`src/rtl/axis_stream_arbiter_pkg.sv`:
```
// rtl/axis_stream_arbiter_pkg.sv - shared types, widths and helpers for the transmit arbiter
package axis_stream_arbiter_pkg;

   // Arbiter states: waiting for a request, forwarding a packet, closing a stalled packet
   typedef enum logic [1:0] {
      ST_IDLE  = 2'd0,
      ST_BUSY  = 2'd1,
      ST_ABORT = 2'd2
   } arb_state_e;

   // Beat geometry shared with the AXIS data transmitter
   localparam int AXIS_DATA_WIDTH = 256;
   localparam int AXIS_KEEP_WIDTH = 32;

   // Ceiling log2, never narrower than one bit so single-entry ranges still get a vector
   function automatic int clog2(input int value);
      int result;
      result = 0;
      while ((1 << result) < value) begin
         result++;
      end
      if (result == 0) begin
         result = 1;
      end
      return result;
   endfunction

endpackage

```
`src/rtl/axis_skid_buffer.sv`:
```
// rtl/axis_skid_buffer.sv - two-entry registered skid buffer for a valid/ready stream
module axis_skid_buffer
   import axis_stream_arbiter_pkg::*;
#(
   parameter int DATA_WIDTH = AXIS_DATA_WIDTH
) (
   input  logic                  clk,
   input  logic                  rst,
   input  logic                  in_vld,
   input  logic [DATA_WIDTH-1:0] in_data,
   input  logic                  in_last,
   output logic                  in_rdy,
   output logic                  out_vld,
   output logic [DATA_WIDTH-1:0] out_data,
   output logic                  out_last,
   input  logic                  out_rdy
);

   logic                  out_vld_q,  out_vld_d;
   logic [DATA_WIDTH-1:0] out_data_q, out_data_d;
   logic                  out_last_q, out_last_d;
   logic                  skid_vld_q,  skid_vld_d;
   logic [DATA_WIDTH-1:0] skid_data_q, skid_data_d;
   logic                  skid_last_q, skid_last_d;
   logic                  in_rdy_q,    in_rdy_d;
   logic                  in_accept;

   assign in_rdy    = in_rdy_q;
   assign out_vld   = out_vld_q;
   assign out_data  = out_data_q;
   assign out_last  = out_last_q;
   assign in_accept = in_vld & in_rdy_q;

   // Output stage refills from the skid entry first, then straight from the input;
   // a beat arriving while the output is stalled parks in the skid entry
   always_comb begin
      out_vld_d   = out_vld_q;
      out_data_d  = out_data_q;
      out_last_d  = out_last_q;
      skid_vld_d  = skid_vld_q;
      skid_data_d = skid_data_q;
      skid_last_d = skid_last_q;
      if (!out_vld_q || out_rdy) begin
         if (skid_vld_q) begin
            out_vld_d  = 1'b1;
            out_data_d = skid_data_q;
            out_last_d = skid_last_q;
            skid_vld_d = 1'b0;
         end else begin
            out_vld_d = in_accept;
            if (in_accept) begin
               out_data_d = in_data;
               out_last_d = in_last;
            end
         end
      end else if (in_accept) begin
         skid_vld_d  = 1'b1;
         skid_data_d = in_data;
         skid_last_d = in_last;
      end
      // Ready is a flop: it only drops once both entries hold a beat
      in_rdy_d = !skid_vld_d;
   end

   // Buffer registers; reset discards any held beats
   always_ff @(posedge clk or posedge rst) begin
      if (rst) begin
         out_vld_q   <= 1'b0;
         out_data_q  <= '0;
         out_last_q  <= 1'b0;
         skid_vld_q  <= 1'b0;
         skid_data_q <= '0;
         skid_last_q <= 1'b0;
         in_rdy_q    <= 1'b0;
      end else begin
         out_vld_q   <= out_vld_d;
         out_data_q  <= out_data_d;
         out_last_q  <= out_last_d;
         skid_vld_q  <= skid_vld_d;
         skid_data_q <= skid_data_d;
         skid_last_q <= skid_last_d;
         in_rdy_q    <= in_rdy_d;
      end
   end

endmodule

```
`src/rtl/axis_stream_arbiter.sv`:
```
// rtl/axis_stream_arbiter.sv - round-robin packet arbiter with stall watchdog onto one transmit stream
module axis_stream_arbiter
   import axis_stream_arbiter_pkg::*;
#(
   parameter int DATA_WIDTH     = AXIS_DATA_WIDTH,
   parameter int NUM_REQ        = 2,
   parameter int TIMEOUT_CYCLES = 1024,
   parameter int CNT_WIDTH      = 32
) (
   input  logic                          clk,
   input  logic                          rst,
   input  logic [NUM_REQ-1:0]            req_vld,
   input  logic [NUM_REQ*DATA_WIDTH-1:0] req_data,
   input  logic [NUM_REQ-1:0]            req_last,
   output logic [NUM_REQ-1:0]            req_rdy,
   output logic                          transmit_vld,
   output logic [DATA_WIDTH-1:0]         transmit_data,
   output logic                          transmit_last,
   input  logic                          transmit_rdy,
   output logic [NUM_REQ-1:0]            grant,
   output logic                          busy,
   output logic [CNT_WIDTH-1:0]          pkt_cnt,
   output logic [15:0]                   abort_cnt
);

   localparam int IDX_W  = clog2(NUM_REQ);
   localparam int IDLE_W = clog2(TIMEOUT_CYCLES);
   localparam logic [IDLE_W-1:0] IDLE_MAX = IDLE_W'(TIMEOUT_CYCLES - 1);

   arb_state_e           state_q,     state_d;
   logic [NUM_REQ-1:0]   grant_q,     grant_d;
   logic [IDX_W-1:0]     gidx_q,      gidx_d;
   logic [IDX_W-1:0]     rr_ptr_q,    rr_ptr_d;
   logic [IDLE_W-1:0]    idle_cnt_q,  idle_cnt_d;
   logic [CNT_WIDTH-1:0] pkt_cnt_q,   pkt_cnt_d;
   logic [15:0]          abort_cnt_q, abort_cnt_d;

   logic                  arb_found;
   logic [IDX_W-1:0]      arb_idx;
   logic [NUM_REQ-1:0]    arb_onehot;
   logic                  g_vld;
   logic                  g_last;
   logic [DATA_WIDTH-1:0] g_data;
   logic [IDX_W-1:0]      next_ptr;

   logic                  sk_in_vld;
   logic [DATA_WIDTH-1:0] sk_in_data;
   logic                  sk_in_last;
   logic                  sk_in_rdy;

   assign grant     = grant_q;
   assign busy      = (state_q != ST_IDLE);
   assign pkt_cnt   = pkt_cnt_q;
   assign abort_cnt = abort_cnt_q;
   assign next_ptr  = (gidx_q == IDX_W'(NUM_REQ - 1)) ? '0 : gidx_q + IDX_W'(1);

   // Round-robin pick: first request at or above the pointer, else wrap to the lowest
   always_comb begin
      arb_found  = 1'b0;
      arb_idx    = '0;
      arb_onehot = '0;
      for (int i = 0; i < NUM_REQ; i++) begin
         if (!arb_found && req_vld[i] && (IDX_W'(i) >= rr_ptr_q)) begin
            arb_found     = 1'b1;
            arb_idx       = IDX_W'(i);
            arb_onehot[i] = 1'b1;
         end
      end
      for (int i = 0; i < NUM_REQ; i++) begin
         if (!arb_found && req_vld[i]) begin
            arb_found     = 1'b1;
            arb_idx       = IDX_W'(i);
            arb_onehot[i] = 1'b1;
         end
      end
   end

   // Select the granted requester's beat
   always_comb begin
      g_vld  = 1'b0;
      g_last = 1'b0;
      g_data = '0;
      for (int i = 0; i < NUM_REQ; i++) begin
         if (gidx_q == IDX_W'(i)) begin
            g_vld  = req_vld[i];
            g_last = req_last[i];
            g_data = req_data[i*DATA_WIDTH +: DATA_WIDTH];
         end
      end
   end

   // Next-state, skid feed and per-requester ready
   always_comb begin
      state_d     = state_q;
      grant_d     = grant_q;
      gidx_d      = gidx_q;
      rr_ptr_d    = rr_ptr_q;
      idle_cnt_d  = idle_cnt_q;
      pkt_cnt_d   = pkt_cnt_q;
      abort_cnt_d = abort_cnt_q;
      req_rdy     = '0;
      sk_in_vld   = 1'b0;
      sk_in_data  = '0;
      sk_in_last  = 1'b0;
      case (state_q)
         ST_IDLE: begin
            if (arb_found) begin
               state_d    = ST_BUSY;
               gidx_d     = arb_idx;
               grant_d    = arb_onehot;
               idle_cnt_d = '0;
            end
         end
         ST_BUSY: begin
            sk_in_vld  = g_vld;
            sk_in_data = g_data;
            sk_in_last = g_last;
            req_rdy    = grant_q & {NUM_REQ{sk_in_rdy}};
            if (g_vld && sk_in_rdy) begin
               // An accepted last beat closes the packet even on the timeout cycle
               idle_cnt_d = '0;
               if (g_last) begin
                  state_d   = ST_IDLE;
                  grant_d   = '0;
                  rr_ptr_d  = next_ptr;
                  pkt_cnt_d = pkt_cnt_q + CNT_WIDTH'(1);
               end
            end else if (!g_vld) begin
               // Only a silent source counts toward the timeout, not backpressure
               if (idle_cnt_q == IDLE_MAX) begin
                  state_d = ST_ABORT;
               end else begin
                  idle_cnt_d = idle_cnt_q + IDLE_W'(1);
               end
            end
         end
         ST_ABORT: begin
            // Terminate the open packet with an all-zero last beat
            sk_in_vld  = 1'b1;
            sk_in_last = 1'b1;
            if (sk_in_rdy) begin
               state_d  = ST_IDLE;
               grant_d  = '0;
               rr_ptr_d = next_ptr;
               if (abort_cnt_q != 16'hFFFF) begin
                  abort_cnt_d = abort_cnt_q + 16'd1;
               end
            end
         end
         default: begin
            state_d = ST_IDLE;
            grant_d = '0;
         end
      endcase
   end

   // Arbiter state registers
   always_ff @(posedge clk or posedge rst) begin
      if (rst) begin
         state_q     <= ST_IDLE;
         grant_q     <= '0;
         gidx_q      <= '0;
         rr_ptr_q    <= '0;
         idle_cnt_q  <= '0;
         pkt_cnt_q   <= '0;
         abort_cnt_q <= '0;
      end else begin
         state_q     <= state_d;
         grant_q     <= grant_d;
         gidx_q      <= gidx_d;
         rr_ptr_q    <= rr_ptr_d;
         idle_cnt_q  <= idle_cnt_d;
         pkt_cnt_q   <= pkt_cnt_d;
         abort_cnt_q <= abort_cnt_d;
      end
   end

   axis_skid_buffer #(
      .DATA_WIDTH (DATA_WIDTH)
   ) u_skid (
      .clk      (clk),
      .rst      (rst),
      .in_vld   (sk_in_vld),
      .in_data  (sk_in_data),
      .in_last  (sk_in_last),
      .in_rdy   (sk_in_rdy),
      .out_vld  (transmit_vld),
      .out_data (transmit_data),
      .out_last (transmit_last),
      .out_rdy  (transmit_rdy)
   );

endmodule

```
`config.mk`:
```
export PLATFORM = sky130hd
export DESIGN_NAME = axis_stream_arbiter
export DESIGN_NICKNAME = d
export VERILOG_FILES = /design/src/rtl/axis_stream_arbiter_pkg.sv /design/src/rtl/axis_skid_buffer.sv /design/src/rtl/axis_stream_arbiter.sv
export SDC_FILE = /design/constraint.sdc
export NUM_CORES = 2
export LEC_CHECK = 0
export ABC_AREA = 1
export BUFFER_PORTS_ARGS = -buffer_cell sky130_fd_sc_hd__buf_2
export CAP_MARGIN = 25
export CORE_AREA = 2 2 324 326
export DETAILED_ROUTE_END_ITERATION = 8
export DIE_AREA = 0 0 326 328
export GPL_TIMING_DRIVEN = 1
export PLACE_DENSITY_LB_ADDON = 0.1
export SYNTH_ARGS = -nofsm -noshare
export SYNTH_HDL_FRONTEND = slang
export SYNTH_SLANG_ARGS = --single-unit
```
`constraint.sdc`:
```
create_clock -name clk -period 52.8 [get_ports clk]
set_clock_uncertainty 0.1 [all_clocks]
set_input_delay 5.28 -clock clk [delete_from_list [all_inputs] [get_ports clk]]
set_output_delay 5.28 -clock clk [all_outputs]
set_load 0.01 [all_outputs]
```
Word-level counts from Yosys, hierarchy flattened:

Index checks and enable logic that the tools add are counted.

* logic and storage cells: 104
* input port bits: 519
* flip-flop bits (word level): 581
* output and inout port bits: 311

* magnitude comparators: 2
* equality and inequality tests: 12
* $add $sub $neg: 4
* bitwise operators: 3
* mux-type cells: 43
* reductions and logical operators: 26

Operators by type and width (count)
* $mux 256: 4
* $mux 10: 4
* $add 32x1->32 const B: 1
* $mux 1: 20
* $pmux 10 s2: 1
* $mux 2: 9
* $add 16x1->16 const B: 1
* $ne 16x16->1 const B: 1
* $ne 3x3->1 const B: 4
* $pmux 2 s3: 2
* $reduce_and 4->1: 3
* $add 10x1->10 const B: 1
* $eq 10x10->1 const B: 1
* $reduce_bool 2->1: 4
* $logic_and 1x1->1: 6
* $ne 2x2->1 const B: 3
* $pmux 1 s2: 3
* $reduce_and 2->1: 3
* $reduce_and 3->1: 2
* $logic_not 1->1: 5
* $reduce_and 5->1: 1
* $and 2x2->2: 1
* $eq 2x1->1 const B: 1
* $eq 2x2->1 const B: 1
* other kinds (7): 8

Depth between registers and ports, before layout:

* word-level depth: 15
* depth in mapped cells: 12
* gate-level depth less buffers: 10

By module:

Synthesis repeated with hierarchy kept, for this count alone.

* cell total of the unflattened synthesis: 4509
* area, all modules: 30777.0 µm²

By module, submodules not included
* axis_skid_buffer: sequential area each 12937.4 µm², instances 1, cells an instance 3039, area an instance 23057.1 µm²
* axis_stream_arbiter: sequential area each 1601.5 µm², instances 1, cells an instance 1470, area an instance 7719.9 µm²

Worst setup path after synthesis:

OpenSTA, ideal clock, no wires.

* path type: reg2out
* start point: reg state_q[1]
* end point: out req_rdy[0]
* path slack: 46215 ps
* data arrival time: 1205 ps
* data required time: 47420 ps
* buffers on the path: 2
* cell stages (with the launch flop): 7
* path through: dfrtp_1 inv_1 ha_1 clkbuf_2 inv_2 clkbuf_1 nor2_1

* longest elaborated chain between the ends: 2

RTL lines
* start, declared: RTL line axis_stream_arbiter.sv:30 `arb_state_e state_q, state_d;`
* start signal, assigned: RTL line axis_stream_arbiter.sv:168 `state_q <= state_d;`
* $eq 2x1->1: RTL line axis_stream_arbiter.sv:105 `case (state_q)`
* $mux 2: RTL line axis_stream_arbiter.sv:105
* end, declared: RTL line axis_stream_arbiter.sv:15 `output logic [NUM_REQ-1:0] req_rdy,`

No other way between the ends.

Final worst setup path:

* start point: in req_vld[0]
* end point: reg u_skid.skid_data_q[67]

* longest elaborated chain between the ends: 4

RTL lines
* start, declared: RTL line axis_stream_arbiter.sv:12 `input logic [NUM_REQ-1:0] req_vld,`
* $mux 1: RTL line axis_stream_arbiter.sv:84 `if (gidx_q == IDX_W'(i)) begin`
* $pmux 1 s2: RTL line axis_stream_arbiter.sv:105
* $and 1x1->1: RTL line axis_skid_buffer.sv:32 `assign in_accept = in_vld & in_rdy_q;`
* $reduce_and 2->1 (no source line)
* end signal, assigned: RTL line axis_skid_buffer.sv:80 `skid_data_q <= skid_data_d;`
* end, declared: RTL line axis_skid_buffer.sv:23 `logic [DATA_WIDTH-1:0] skid_data_q, skid_data_d;`

No other way between the ends.
A chain may end at the register's enable or synchronous reset.

==> qor.csv <==
metric,value,unit
clk_latency,0.63,ns
cts.reportedPaths.clkPinSlew,0.06,ns
hold_slack,0.364,ns
crit_buf_inv,5,
portBuffers,829,
yosysMostFrequentCell,nand2_1,
crit_arrival,9.00,ns
yosysTopAreaCellShare,49.4,%
synth_nets,4511,
cp_cell_sequence,buf_2 -> inv_1 -> o21ai_4 -> nand2_2 -> nand2_2 -> nand3_4 -> buf_4 -> buf_4 -> buf_4 -> o21ai_0,
power_density,54.4,nW/um2
synth_area_leaders,"dfrtp_1 49%, nand2_1 17%, o21ai_0 9.4%",
worst_pin_slew,1.04,ns
drive_gt1_share,21.3,%
slew-limit-headroom,30.3,%
die_h,328,um
gp_congestion,0.826,
holdBufCountCts,0,
post_cts_resized,0,
post-cts-setup-buffer-count,0,
setup_viol,0,
syn_area,29500,um2
place_inst,5938,
fin_cells,6072,
cp_slowest_stage_delay,0.85,ns
ff_latch_area,14500,um2
clock-root-buffer,clkbuf_16,
viasPerCell,4.62,
ys_seq_elements,581,
slew_viol_final,0,
num_vias,28057,
drtPass1Iterations,5,
crit_family,buffers and inverters,
rsz0062_at_grt,no,
clock-sinks,581,
ir_drop,0.0206,mV
swShare,42.6,%
htreeDepth,3,
max-cap-violations,0,
start_kind,input pin,
crit_top_cell,buf_4,
core_area,103000,um2
finalCriticalPeriod,8.63,ns
initial_utilization,28.5,%
track_usage,19.3,%
crit_slowest_cell,buf_4,
dpl-instance-area,34200,um2
netlist_top_cells_count,"1304 x nand2_1, 596 x nor2_1, 581 x dfrtp_1",
grt_pass1_vias,26519,
grt_pass1_wl,162000,um
dpl.hpwl,72900,um
finalNetCount,5161,
ios,830,
remaining_drc_errors,0,
grt_start_max_net_pins,136,
pwr-share-seq,35.3,%
ys_seq_area_share,49.4,%
fin_area,36600,um2
cp-end-kind,flop,
p_sw,0.848,mW
multi_input_area,13200,um2
synth_edf_count,0,
critPathMaxFanout,96,
grt_overflow_total,0,
area_growth_syn_to_layout,24.3,%
yosys_warnings,0,
setup_tns,0,ns
timing.fmax,0.116,GHz
clkPwrFrac,24.8,%
crit_type,input pin to flop,
status,"complete, no violations",
cts_buffers,72,
synthCells,3986,
total_power,1.99,mW
crit_required,53.17,ns
synth.distinct_cells,32,
period_share,16.3,%
hold_class,flop to flop,
p_leak,18.5,nW
wl_per_cell,17.6,um
antenna_found_initial,3,
synth_area_leader_cell,dfrtp_1,
p_int,1.14,mW
cts_buffer_depth,3,
row_count,118,
async_flop_share,100,%
ant_nets,0,
fillerInstances,11213,
pwr-share-comb,39.9,%
synth_area_per_cell,7.39,um2
fp.dieW,326,um
die_area,107000,um2
first_iter_violations,1849,
routed_wl,107000,um
dominantRegCellSynth,dfrtp_1,
cts_tree,yes,
final-hold-violation-count,0,
[power groups by stage]
stage          combinational (mW)  sequential, mW  clock [mW]
3_5_place_dp                0.813           0.709           0
3_3_place_gp                0.808           0.707           0
5_1_grt                     0.901           0.725       0.531
6_report                    0.793           0.703       0.494
4_1_cts                     0.814           0.704       0.512
2_1_floorplan               0.480           0.734           0
[cells in the final DEF (no fill, tap or decap), types with 6 or more instances in the layout]
cell       count
nand2_1     1304
buf_2        829
nor2_1       596
dfrtp_1      579
o21ai_0      553
nand3_1      281
o21ai_1      234
clkbuf_16     72
inv_1         50
buf_4         34
xor2_1        18
nand4_1       16
clkbuf_8      16
nand3b_1      15
clkbuf_1      15
xnor2_1       12
clkinv_2      12
nor3_1         7
inv_6          6
ha_1           6
[registers in the layout, indices dropped and copies added (netlist names), 2 cells and up]
register / cells
abort_cnt: 16
grant: 2
idle_cnt_q: 10
pkt_cnt: 32
state_q: 2
u_skid.out_data: 256
u_skid.skid_data_q: 256
[tightest hold or removal path: cells and delay by family (launching register included)]
family	cells	cell delay (ns)
AND/OR/NAND/NOR	2	0.10
flip-flops	1	0.33
[final timing paths]
path / start / to / slack [ns] / depth (start not counted)
worst max-delay path: req_vld[0] / u_skid.skid_data_q[67]$_DFFE_PP0P_ / 44.17 / 10
worst max register to register: state_q[1]$_DFFE_PP0P_ / u_skid.skid_data_q[67]$_DFFE_PP0P_ / 48.23 / 10
worst min-delay path: u_skid.out_data[30]$_DFFE_PP0P_ / u_skid.out_data[30]$_DFFE_PP0P_ / 0.36 / 2
worst min register to register: u_skid.out_data[30]$_DFFE_PP0P_ / u_skid.out_data[30]$_DFFE_PP0P_ / 0.36 / 2
max in group asynchronous: rst / pkt_cnt[1]$_DFFE_PP0P_ / 45.80 / 6
min in group asynchronous: rst / u_skid.out_data[214]$_DFFE_PP0P_ / 4.69 / 2
[metrics by stage]
stage	util [%]	worst slack, ns
floorplan	-	31.16
global placement	33.1	43.52
detailed placement	33.1	43.50
CTS	35.4	44.18
global route	35.5	43.73
finish	35.5	44.17
[kinds of logic (layout without fill, tap and decap cells)]
| logic type | after synthesis | after routing | synth area share, % |
|---|---|---|---|
| DFF | 581 | 581 | 49.4 |
| xor gates and xnor gates | 30 | 30 | 0.892 |
| adders and majority gates | 6 | 6 | 0.255 |
| and+or+nand+nor | 2232 | 2232 | 30.2 |
| buffers and inverters | 346 | 1050 | 5.79 |
| AOI/OAI and AO/OA | 791 | 791 | 13.5 |
| other | 0 | 2 | 0 |
[layer usage]
metal  up-vias  wire length (um)  track usage (%)
li1      14230                 -                -
met1     12987             47200             25.0
met2       726             50700             32.2
met3       112              6040             4.18
met4         2              2720             5.99
met5         -                13                0
[layout make-up]
class / instances / share of cell area, %
Sequential cell: 581 / 39.7
Timing Repair Buffer: 868 / 12.4
Clock inverter: 25 / 0.707
Tap cell: 1380 / 4.72
Clock buffer: 103 / 5.68
Antenna cell: 2 / 0.0137
Inverter: 54 / 0.629
Multi-Input combinational cell: 3059 / 36.1
No activity file was read; power rests on OpenSTA's default activity.
